File: src/rtl/blk8_pkg.sv
// Shared constants, state encoding and address helper for the 8x8 block scan controller.
package blk8_pkg;

  localparam int BLK_DIM  = 8;
  localparam int BLK_PIX  = 64;
  localparam int BLK_LOG2 = 3;

  localparam logic [1:0] S_IDLE = 2'd0;
  localparam logic [1:0] S_SCAN = 2'd1;
  localparam logic [1:0] S_DONE = 2'd2;

  typedef enum logic [1:0] {
    ST_IDLE = S_IDLE,
    ST_SCAN = S_SCAN,
    ST_DONE = S_DONE
  } state_t;

  // Raster address of pixel pix inside block (tx, ty), computed at 32 bits.
  function automatic logic [31:0] blk_addr(input int unsigned img_w,
                                           input logic [7:0] ty,
                                           input logic [7:0] tx,
                                           input logic [5:0] pix);
    logic [31:0] row;
    logic [31:0] col;
    row = ({24'd0, ty} << BLK_LOG2) + {29'd0, pix[5:3]};
    col = ({24'd0, tx} << BLK_LOG2) + {29'd0, pix[2:0]};
    return row * img_w + col;
  endfunction

endpackage

File: src/rtl/wrap_counter.sv
// Modulo-(MAX+1) counter with clear and enable; wrap flags the terminal count.
module wrap_counter #(
  parameter int WIDTH = 8,
  parameter int MAX   = 255
) (
  input  logic             clk,
  input  logic             rst,
  input  logic             clr,
  input  logic             en,
  output logic [WIDTH-1:0] count,
  output logic             wrap
);

  logic [WIDTH-1:0] r_count;

  always_ff @(posedge clk) begin
    if (!rst) begin
      r_count <= '0;
    end else if (clr) begin
      r_count <= '0;
    end else if (en) begin
      r_count <= wrap ? '0 : r_count + WIDTH'(1);
    end
  end

  assign count = r_count;
  assign wrap  = (r_count == WIDTH'(MAX));

endmodule

File: src/rtl/blk8_scan_ctrl.sv
// Frame sequencer: emits raster pixel addresses block by block on a valid/ready stream.
module blk8_scan_ctrl
  import blk8_pkg::*;
#(
  parameter int IMG_W  = 16,
  parameter int IMG_H  = 16,
  parameter int ADDR_W = 8
) (
  input  logic              clk,
  input  logic              rst,
  input  logic              start,
  output logic [ADDR_W-1:0] addr,
  output logic              addr_valid,
  input  logic              addr_ready,
  output logic              blk_first,
  output logic              blk_last,
  output logic [7:0]        tile_x,
  output logic [7:0]        tile_y,
  output logic              busy,
  output logic              frame_done
);

  state_t            r_state;
  logic [ADDR_W-1:0] r_addr;
  logic              r_valid;
  logic              r_first;
  logic              r_last;
  logic              r_busy;
  logic              r_done;

  logic [5:0]        w_pix;
  logic [7:0]        w_tx;
  logic [7:0]        w_ty;
  logic              w_pix_wrap;
  logic              w_tx_wrap;
  logic              w_ty_wrap;
  logic              w_beat;
  logic              w_clr;
  logic              w_tx_en;
  logic              w_ty_en;
  logic              w_last_beat;
  logic [5:0]        w_pix_nxt;
  logic [7:0]        w_tx_nxt;
  logic [7:0]        w_ty_nxt;
  logic [ADDR_W-1:0] w_addr_nxt;

  assign w_beat      = (r_state == ST_SCAN) && addr_ready;
  assign w_clr       = (r_state == ST_IDLE) && start;
  assign w_tx_en     = w_beat && w_pix_wrap;
  assign w_ty_en     = w_tx_en && w_tx_wrap;
  assign w_last_beat = w_ty_en && w_ty_wrap;

  wrap_counter #(.WIDTH(6), .MAX(BLK_PIX - 1)) u_pix_cnt (
    .clk   (clk),
    .rst   (rst),
    .clr   (w_clr),
    .en    (w_beat),
    .count (w_pix),
    .wrap  (w_pix_wrap)
  );

  wrap_counter #(.WIDTH(8), .MAX(IMG_W / BLK_DIM - 1)) u_tx_cnt (
    .clk   (clk),
    .rst   (rst),
    .clr   (w_clr),
    .en    (w_tx_en),
    .count (w_tx),
    .wrap  (w_tx_wrap)
  );

  wrap_counter #(.WIDTH(8), .MAX(IMG_H / BLK_DIM - 1)) u_ty_cnt (
    .clk   (clk),
    .rst   (rst),
    .clr   (w_clr),
    .en    (w_ty_en),
    .count (w_ty),
    .wrap  (w_ty_wrap)
  );

  // Mirror the counters' next values so addr/flags register in step with them.
  always_comb begin
    w_pix_nxt = w_pix;
    w_tx_nxt  = w_tx;
    w_ty_nxt  = w_ty;
    if (w_clr) begin
      w_pix_nxt = '0;
      w_tx_nxt  = '0;
      w_ty_nxt  = '0;
    end else begin
      if (w_beat)  w_pix_nxt = w_pix_wrap ? 6'd0 : w_pix + 6'd1;
      if (w_tx_en) w_tx_nxt  = w_tx_wrap  ? 8'd0 : w_tx + 8'd1;
      if (w_ty_en) w_ty_nxt  = w_ty_wrap  ? 8'd0 : w_ty + 8'd1;
    end
  end

  assign w_addr_nxt = ADDR_W'(blk_addr(IMG_W, w_ty_nxt, w_tx_nxt, w_pix_nxt));

  always_ff @(posedge clk) begin
    if (!rst) begin
      r_state <= ST_IDLE;
      r_addr  <= '0;
      r_valid <= 1'b0;
      r_first <= 1'b0;
      r_last  <= 1'b0;
      r_busy  <= 1'b0;
      r_done  <= 1'b0;
    end else begin
      r_addr <= w_addr_nxt;
      r_done <= 1'b0;
      case (r_state)
        ST_IDLE: begin
          if (start) begin
            r_state <= ST_SCAN;
            r_valid <= 1'b1;
            r_busy  <= 1'b1;
            r_first <= 1'b1;
            r_last  <= 1'b0;
          end
        end
        ST_SCAN: begin
          if (w_last_beat) begin
            r_state <= ST_DONE;
            r_valid <= 1'b0;
            r_busy  <= 1'b0;
            r_first <= 1'b0;
            r_last  <= 1'b0;
            r_done  <= 1'b1;
          end else begin
            r_first <= (w_pix_nxt == 6'd0);
            r_last  <= (w_pix_nxt == 6'(BLK_PIX - 1));
          end
        end
        ST_DONE: r_state <= ST_IDLE;
        default: r_state <= ST_IDLE;
      endcase
    end
  end

  assign addr       = r_addr;
  assign addr_valid = r_valid;
  assign blk_first  = r_first;
  assign blk_last   = r_last;
  assign tile_x     = w_tx;
  assign tile_y     = w_ty;
  assign busy       = r_busy;
  assign frame_done = r_done;

endmodule

File: config.mk
export PLATFORM = sky130hd
export DESIGN_NAME = blk8_scan_ctrl
export DESIGN_NICKNAME = d
export VERILOG_FILES = /design/src/rtl/blk8_pkg.sv /design/src/rtl/wrap_counter.sv /design/src/rtl/blk8_scan_ctrl.sv
export SDC_FILE = /design/constraint.sdc
export NUM_CORES = 1
export LEC_CHECK = 0
export CORE_MARGIN = 10
export CORE_UTILIZATION = 48
export CTS_CLUSTER_DIAMETER = 100
export DETAILED_ROUTE_END_ITERATION = 6
export PLACE_DENSITY_LB_ADDON = 0.25
export SYNTH_ARGS = -nofsm -noshare
export SYNTH_HDL_FRONTEND = slang
export SYNTH_HIERARCHICAL = 1
export SYNTH_SLANG_ARGS = --single-unit
File: constraint.sdc
create_clock -name clk -period 2.7 [get_ports clk]
set_input_delay 0.81 -clock clk [delete_from_list [all_inputs] [get_ports clk]]
set_output_delay 0.81 -clock clk [all_outputs]
set_load 0.01 [all_outputs]
==> results.txt, run 1 <==
- The run finished with clean final reports.
* Reg-to-reg setup timing slack: 0.18 ns
- Setup_tns: 0 ns
- Initial cell density of the core: 0.509
- Averaged over all synthesized cells, the footprint is 8.60 µm².
- DRT Pass-1 Iters: 4
- Drt drc: 0
* Per-cell via count in the routed design: 5.50
- Worst hold path type: flop to flop
- Pleak: 1.10 nW
* Fin nets: 334
- Hold Violations, Final: 0
* Total area of sequential cells: 724 µm²
- Routed len/inst: 13.6 µm
* Synthesized flop and latch total: 36
- Of the total power, the clock network draws 0.377.
- Fraction of the core area covered by cells at the end of the flow: 0.704
- Kind of end point of the critical path: flop
- In the synthesized netlist, the number of instances is 242.
* Library cells used by synthesis: 51
- Number of nets produced by synthesis: 257
- Biggest area consumer among synthesized cells: dfxtp_1
- At the pin with the least slew margin, the transition time is 0.517 ns.
- The floorplan step set the die width to 85.9 µm.
- RR Endpoint: addr[7]$_SDFF_PN0_
- For this block, the routed nets add up to 5.02 mm of wire.
- Fill cell instance count of the final layout: 338
- The clock passes through at most 2 buffers.
* Sequential cell area fraction in the yosys report: 0.346
- Max-slew violation total from the final report: 0
- The worst hold path begins at blk_last$_SDFFE_PN0P_.
* Worst hold path cell count: 2
- Measured against its own limit, the worst slew margin works out to 0.652.
* Initial antenna violation count: 0
- Of the total power, combinational logic draws 0.085.
* Area growth from synthesis to layout: 38.2%
* Clk_lat worst skew: 0.29 ns
* Via count of the routed design: 2034
- Via count of the first global-routing pass: 1844
- Area used by multi-input combinational logic: 1330 µm²
- Highest clock rate: 0.397 GHz
* Element type at the critical path start: flop
- Arrival time worst endpoint: 2.70 ns
- Across every metal layer, demand over resource in global routing totals 0.133.
- The die covers 7370 µm².
- Detailed Place HPWL: 3.76 mm
- STA puts the critical path data required time at 2.88 ns.
* Sequential share of power: 0.538
* Overall overflow remaining after global route: 0
- Final clock period utilization by the worst path: 0.933
* Core area: 4090 µm²
* Net Sw Power: 253 µW
- After synthesis, the cell types taking the most area are dfxtp_1 35%, ha_1 6.0%, a21oi_1 4.8%.
* Share of synthesized registers carrying an async set or reset: 0
* Unrepaired setup endpoints after global routing: no
- Critical Setup Path Class: flop to flop
- Number of port buffers: 32
- TritonCTS built the clock tree.
- The detailed router finished its first iteration with 138 violations.
- Between clock sinks in the finished design, the worst skew comes to 0.00828 ns.
- Max IR drop VDD: 0.000176 V
* Total number of H-tree levels: 2
* Clock buffer count from CTS: 5
- The synthesized design contains 0 enable-type register cells.
- Min Hold Slack: 0.473 ns
- In this run, post-CTS hold repair placed 0 buffers.
- Setup violations remaining at the end of the flow were counted as 0.
- Area fraction of the dominant cell type after synthesis: 0.346
- In this run the count of I/O pins placed on the die edge is 33.
* Areal power density over the cells: 351 nW/µm²
- Depth of the worst register-to-register path: 13
- The startpoint identified for the worst register-to-register timing path is u_tx_cnt/count[1]$_SDFFE_PP0P_.
- The synthesized netlist occupies a cell area of 2080 µm².
- CTS clk-pin slew, worst paths: 0.08 ns
- Most repeated cell in the gate-level netlist after synthesis: dfxtp_1
- Die extent in y: 85.9 µm
- Switching part of the total power: 0.251
* Clock Sinks: 36
- FP Rows: 23
* Top cells by instance count after synthesis: 36 x dfxtp_1, 24 x nor2_1, 21 x nand2_1
- Entering global routing, the biggest net connects 14 pins.
- The congestion estimate from routability-driven global placement came to 0.878.
* Endpoint of the worst hold-timing path: blk_last$_SDFFE_PN0P_
* Ys flop type: dfxtp_1
- Antenna Nets Post-Route: 0
- Global-route wire length before repair: 8.38 mm
- Count of synthesis-stage warnings from yosys: 6
- Proportion of layout cells with a drive suffix above 1: 0.241
- Antenna diode count: 0
- Along the worst path, the maximum fanout reaches 4.
* Cell chosen for the clock root: clkbuf_8
- The worst path needs 2.52 ns of the cycle, external delays included.
- Power after layout: 1.01 mW
* Max cap viols: 0
- Internal power: 757 µW
logic make-up (layout without fill, tap and decap cells):
family	Yosys count	in the layout	share of synthesized area
AO/OA/AOI/OAI	56	56	0.174
multiplexers	2	2	0.0156
flip-flops	36	36	0.346
XOR/XNOR	14	14	0.0589
adder cells (fa/ha/maj)	11	11	0.0697
buffers and inverters	12	90	0.0294
AND/OR/NAND/NOR	111	111	0.306
routing by layer:
metal	wire, µm	global-route usage	share of wire	vias to the layer above
met5	0	0	0	-
met3	291	0.0435	0.058	4
met2	2300	0.212	0.46	40
met4	38	0.0449	0.0076	0
met1	2380	0.164	0.48	952
li1	-	-	-	1038
how the worst max path moves through the flow:
stage,endpoint,slack (ns),start
4_1_cts,addr[7]$_SDFF_PN0_,0.07,u_tx_cnt/count[1]$_SDFFE_PP0P_
5_1_grt,addr[6]$_SDFF_PN0_,0.02,u_pix_cnt/count[0]$_SDFFE_PP0P_
3_3_place_gp,addr[7]$_SDFF_PN0_,-0.35,addr_ready
3_5_place_dp,addr[7]$_SDFF_PN0_,-0.42,addr_ready
2_1_floorplan,addr[7]$_SDFF_PN0_,0.03,u_tx_cnt/count[1]$_SDFFE_PP0P_
6_report,addr[7]$_SDFF_PN0_,0.18,u_tx_cnt/count[1]$_SDFFE_PP0P_
placed cells by master, fill, tap and decap left out, types with 2 or more instances in the layout:
master	n
a211oi_1	2
a21oi_1	19
a31oi_1	5
and2_1	3
and4_1	2
buf_4	44
clkbuf_8	5
clkdlybuf4s50_1	31
clkinv_2	2
dfxtp_1	33
dfxtp_2	3
ha_1	10
inv_1	3
inv_2	2
nand2_1	21
nand2b_1	5
nand3_1	10
nand4_1	9
nand4b_1	2
nor2_1	23
nor2b_1	6
nor3_1	3
o211ai_1	2
o21ai_0	13
o21ai_1	2
o21ai_4	2
o31ai_1	2
or3_1	6
or4_1	6
or4b_4	4
xnor2_1	3
xor2_1	11
metrics by stage:
step                      area, µm²  setup slack, ns  std cells
after floorplan                2090           0.0306        242
after global placement         2740           -0.349        358
after detailed placement       2740           -0.425        358
after CTS                      2850           0.0690        368
after global routing           2880           0.0215        370
final                          2880            0.181        370
layout make-up:
type                            instances  share of cell area
Clock inverter                          3             0.00652
Clock buffer                            5              0.0239
Inverter                                6             0.00870
Timing Repair Buffer                   76               0.226
Tap cell                               50              0.0217
Sequential cell                        36               0.252
Multi-Input combinational cell        194               0.462
power by group through the flow:
| stage | clock [mW] | sequential [mW] | combinational, mW |
|---|---|---|---|
| 2_1_floorplan | 0 | 0.558 | 0.0445 |
| 3_3_place_gp | 0 | 0.556 | 0.0855 |
| 3_5_place_dp | 0 | 0.556 | 0.0861 |
| 4_1_cts | 0.396 | 0.543 | 0.0860 |
| 5_1_grt | 0.414 | 0.544 | 0.0934 |
| 6_report | 0.381 | 0.544 | 0.0856 |
sequential cells by signal, indices dropped and copies added, names as in the netlist:
register and cells:
addr 8, blk_first 1, blk_last 1, busy 1, frame_done 1, r_state 2, u_pix_cnt/count 6, u_tx_cnt/count 8
u_ty_cnt/count 8
repair_timing:
| action | 4_1_cts | 5_1_grt |
|---|---|---|
| endpoints found under the setup margin | 10 | 10 |
| setup buffers | 2 | 2 |
| hold endpoints to repair | 0 | 0 |
| resized for setup | 2 | 4 |
| pin swaps | 1 | 2 |
critical path: stages (launching register included):
cell and delay [ns]:
dfxtp_1 0.31, inv_1 0.05, ha_1 0.12, or4b_4 0.50
nor4_4 0.23, buf_4 0.19, nor4b_2 0.04, a21oi_1 0.12
nor2_1 0.07, ha_1 0.28, a21o_1 0.17, a21oi_2 0.14
xor2_1 0.16, nor2_1 0.05
(Power assumes the default switching activity.)
==> run 2, diff against run 1 <==
CORE_UTILIZATION = 46   (was 48)
SYNTH_HIERARCHICAL = unset   (was 1)
==> results.txt, run 2 <==
- Fraction of the core area covered by cells at the end of the flow: 0.646
- Element type at the critical path start: input pin
- Summing over every cut layer, the via total after detailed routing is 1588.
- The number of antenna diodes in the final layout is 0.
* Count of flip-flops with a built-in enable after synthesis: 0
* Global-route wire length before repair: 7.55 mm
- Biggest area consumer among synthesized cells: dfxtp_1
- The setup path with the least slack is of type input pin to flop.
- Pin slew with the least headroom to its limit: 0.570 ns
- Setup slack on the worst reg-to-reg path comes out at 0.19 ns.
* Total number of H-tree levels: 2
- Clk_lat worst skew: 0.29 ns
- Count of buffers added by post-CTS timing repair for setup: 0
* Starting DRT DRC Count: 94
- Unrepaired setup endpoints after global routing: no
* Core area: 3660 µm²
* Area used by multi-input combinational logic: 1060 µm²
* Worst setup path start: start
- Area growth from synthesis to layout: 34.9%
* Total area of sequential cells: 641 µm²
- Counting every net in the synthesized netlist gives 213.
* Most common cell after layout, fill and taps aside: dfxtp_1
- Area fraction of the dominant cell type after synthesis: 0.366
- The layout has 338 filler cells.
* Largest register FFs: 8
- In the final layout, the share of cells above drive strength 1 is 0.190.
- Max-slew violation total from the final report: 0
- Layout Skew: 0.00666 ns
- The analysis attributes to cell leakage a power of 0.941 nW.
- After detailed routing, the total wire length is 4.35 mm.
* Global router's overall resource usage: 0.143
- The commonest cells after synthesis are 32 x dfxtp_1, 27 x nor2_1, 16 x nand2_1.
* Peak fanout along the critical path: 3
* Kind of end point of the critical path: flop
- Synthesized area per cell: 8.76 µm²
- The final count of hold timing violations was 0.
- Cell chosen for the clock root: clkbuf_8
- Clock-pin slew was measured on the worst setup and hold paths at 0.07 ns.
- After floorplanning, the core was divided into 22 placement rows.
* Headroom to the max-slew limit: 0.615
- Result of the run: complete, no violations
- Most frequent cells in the layout: 32 x dfxtp_1, 30 x clkdlybuf4s50_1, 26 x nor2_1, 26 x buf_4, 15 x nand2_1
- Power after layout: 904 µW
* Die boundary width: 81.7 µm
* Most repeated cell in the gate-level netlist after synthesis: dfxtp_1
* Post-layout min period: 2.53 ns
- The clock passes through at most 2 buffers.
- TritonCTS created 5 clock buffers.
- Depth of the worst register-to-register path: 10
- Ys flop type: dfxtp_1
- The congestion estimate from routability-driven global placement came to 0.884.
* Final setup violating endpoints: 0
- Gate Count Post-Synth: 200
* Number of port buffers: 32
- Die outline area: 6680 µm²
- Entering global routing, the biggest net connects 11 pins.
- Reg2Reg Launch Point: u_pix_cnt.count[0]$_SDFF_PN0_
* Arrival time worst endpoint: 2.71 ns
- Global routing finished with a remaining overflow of 0.
* Count of synthesis-stage warnings from yosys: 0
- In this run the remaining antenna-violating nets after routing total 0.
* Share of synthesized registers carrying an async set or reset: 0
* Required time reported for the critical path endpoint: 2.88 ns
* Worst hold path type: flop to flop
- Highest clock rate: 0.395 GHz
- Pin placement for this block handled 33 I/O pins.
- Of the available clock period, the critical path in the final layout requires 0.938.
- In the routed layout, each cell is associated on average with a via count of 5.28.
- The wire-length estimate of the detail-placed layout is 3.37 mm.
* Max IR drop VDD: 0.000357 V
- RR Endpoint: addr[7]$_SDFF_PN0_
- For this run, the detailed router's first-pass iteration total came to 4.
- Initial cell density of the core: 0.478
- Routed len/inst: 14.4 µm
- For this design, the sink count on the clock tree is 32.
- TritonCTS built the clock tree.
- Of the synthesized area, sequential elements account for 0.366.
- Synth Cell Area: 1750 µm²
- After the last flow step, the layout net total stands at 266.
* Max cap viols: 0
- Counting flops and latches in the post-synthesis netlist gives 32.
* Worst setup path end: addr[7]$_SDFF_PN0_
- The number of hold buffers added after CTS was 0.
* Areal power density over the cells: 383 nW/µm²
* Cell types occupying the most area after synthesis: dfxtp_1 37%, nor2_1 5.8%, ha_1 5.7%
- Library cells used by synthesis: 47
* Drt drc: 0
- Initial antenna violation count: 0
- In this run the vertical extent of the chip is 81.7 µm.
- Via count of the first global-routing pass: 1578
-- run 2: changes by cell type after synthesis, sizes merged, moves of 5 or more --
cell,before,now
o21ai,18,4
a21oi,20,8
a31oi,5,0
buf,5,10
nand2,21,16
xnor2,3,8
-- run 2: kinds of logic after synthesis --
logic type,synth area share
XOR/XNOR,0.0750
multiplexers,0.0179
adder cells (fa/ha/maj),0.0686
AO/OA/AOI/OAI,0.111
buffers and inverters,0.0564
flip-flops,0.366
AND/OR/NAND/NOR,0.305
-- run 2: worst min-delay path by stage --
stage / startpoint / end / slack [ns] / cells past startpoint
after floorplan: u_pix_cnt.count[2]$_SDFF_PN0_ / u_pix_cnt.count[2]$_SDFF_PN0_ / 0.51 / 2
after global placement: blk_last$_SDFFE_PN0P_ / blk_last$_SDFFE_PN0P_ / 0.48 / 2
after detailed placement: blk_last$_SDFFE_PN0P_ / blk_last$_SDFFE_PN0P_ / 0.49 / 2
after CTS: blk_last$_SDFFE_PN0P_ / blk_last$_SDFFE_PN0P_ / 0.50 / 2
after global routing: u_ty_cnt.count[7]$_SDFFE_PP0N_ / u_ty_cnt.count[7]$_SDFFE_PP0N_ / 0.53 / 2
final: blk_last$_SDFFE_PN0P_ / blk_last$_SDFFE_PN0P_ / 0.50 / 2
-- run 2: critical path: stages --
cell,delay (ns)
clkbuf_2,0.10
nor3b_4,0.15
or4_4,0.55
nand2_4,0.08
ha_1,0.23
a21o_1,0.17
a21oi_2,0.14
xnor2_1,0.13
mux2_2,0.34
-- run 2: layer usage --
layer | wire (µm) | vias to the layer above | track usage
li1 | - | 816 | -
met4 | 52 | 0 | 0.0425
met5 | 0 | - | 0
met2 | 2050 | 26 | 0.233
met3 | 284 | 6 | 0.0535
met1 | 1970 | 740 | 0.172
-- run 2: area by class of cell --
cell class                      count  share of cell area
Clock buffer                        5              0.0291
Tap cell                           48              0.0254
Clock inverter                      2             0.00529
Inverter                            5             0.00794
Sequential cell                    32               0.271
Multi-Input combinational cell    151               0.447
Timing Repair Buffer               58               0.214
-- run 2: timing repair --
| item | in CTS | in global routing |
|---|---|---|
| endpoints found under the hold margin | 0 | 0 |
| endpoints found under the setup margin | 3 | 2 |
| gates resized for setup | 6 | 5 |
| pin swaps | 2 | 3 |
-- run 2: power breakdown --
part           internal (mW)  switching, mW  leakage (nW)
registers              0.477        0.00606         0.259
clock network          0.174          0.173        0.0400
logic                 0.0371         0.0372         0.643
total                  0.688          0.216         0.941
-- run 2: stage by stage --
stage	std cells	setup TNS [ns]	worst slack [ns]	cell area, µm²	hold WS, ns
final	301	0	0.167	2360	0.502
after global routing	301	0	0.00871	2360	0.532
after CTS	301	0	0.0479	2360	0.500
after detailed placement	294	-1.79	-0.597	2270	0.489
after global placement	294	-1.72	-0.560	2270	0.480
after floorplan	200	-0.0586	-0.0586	1790	0.511
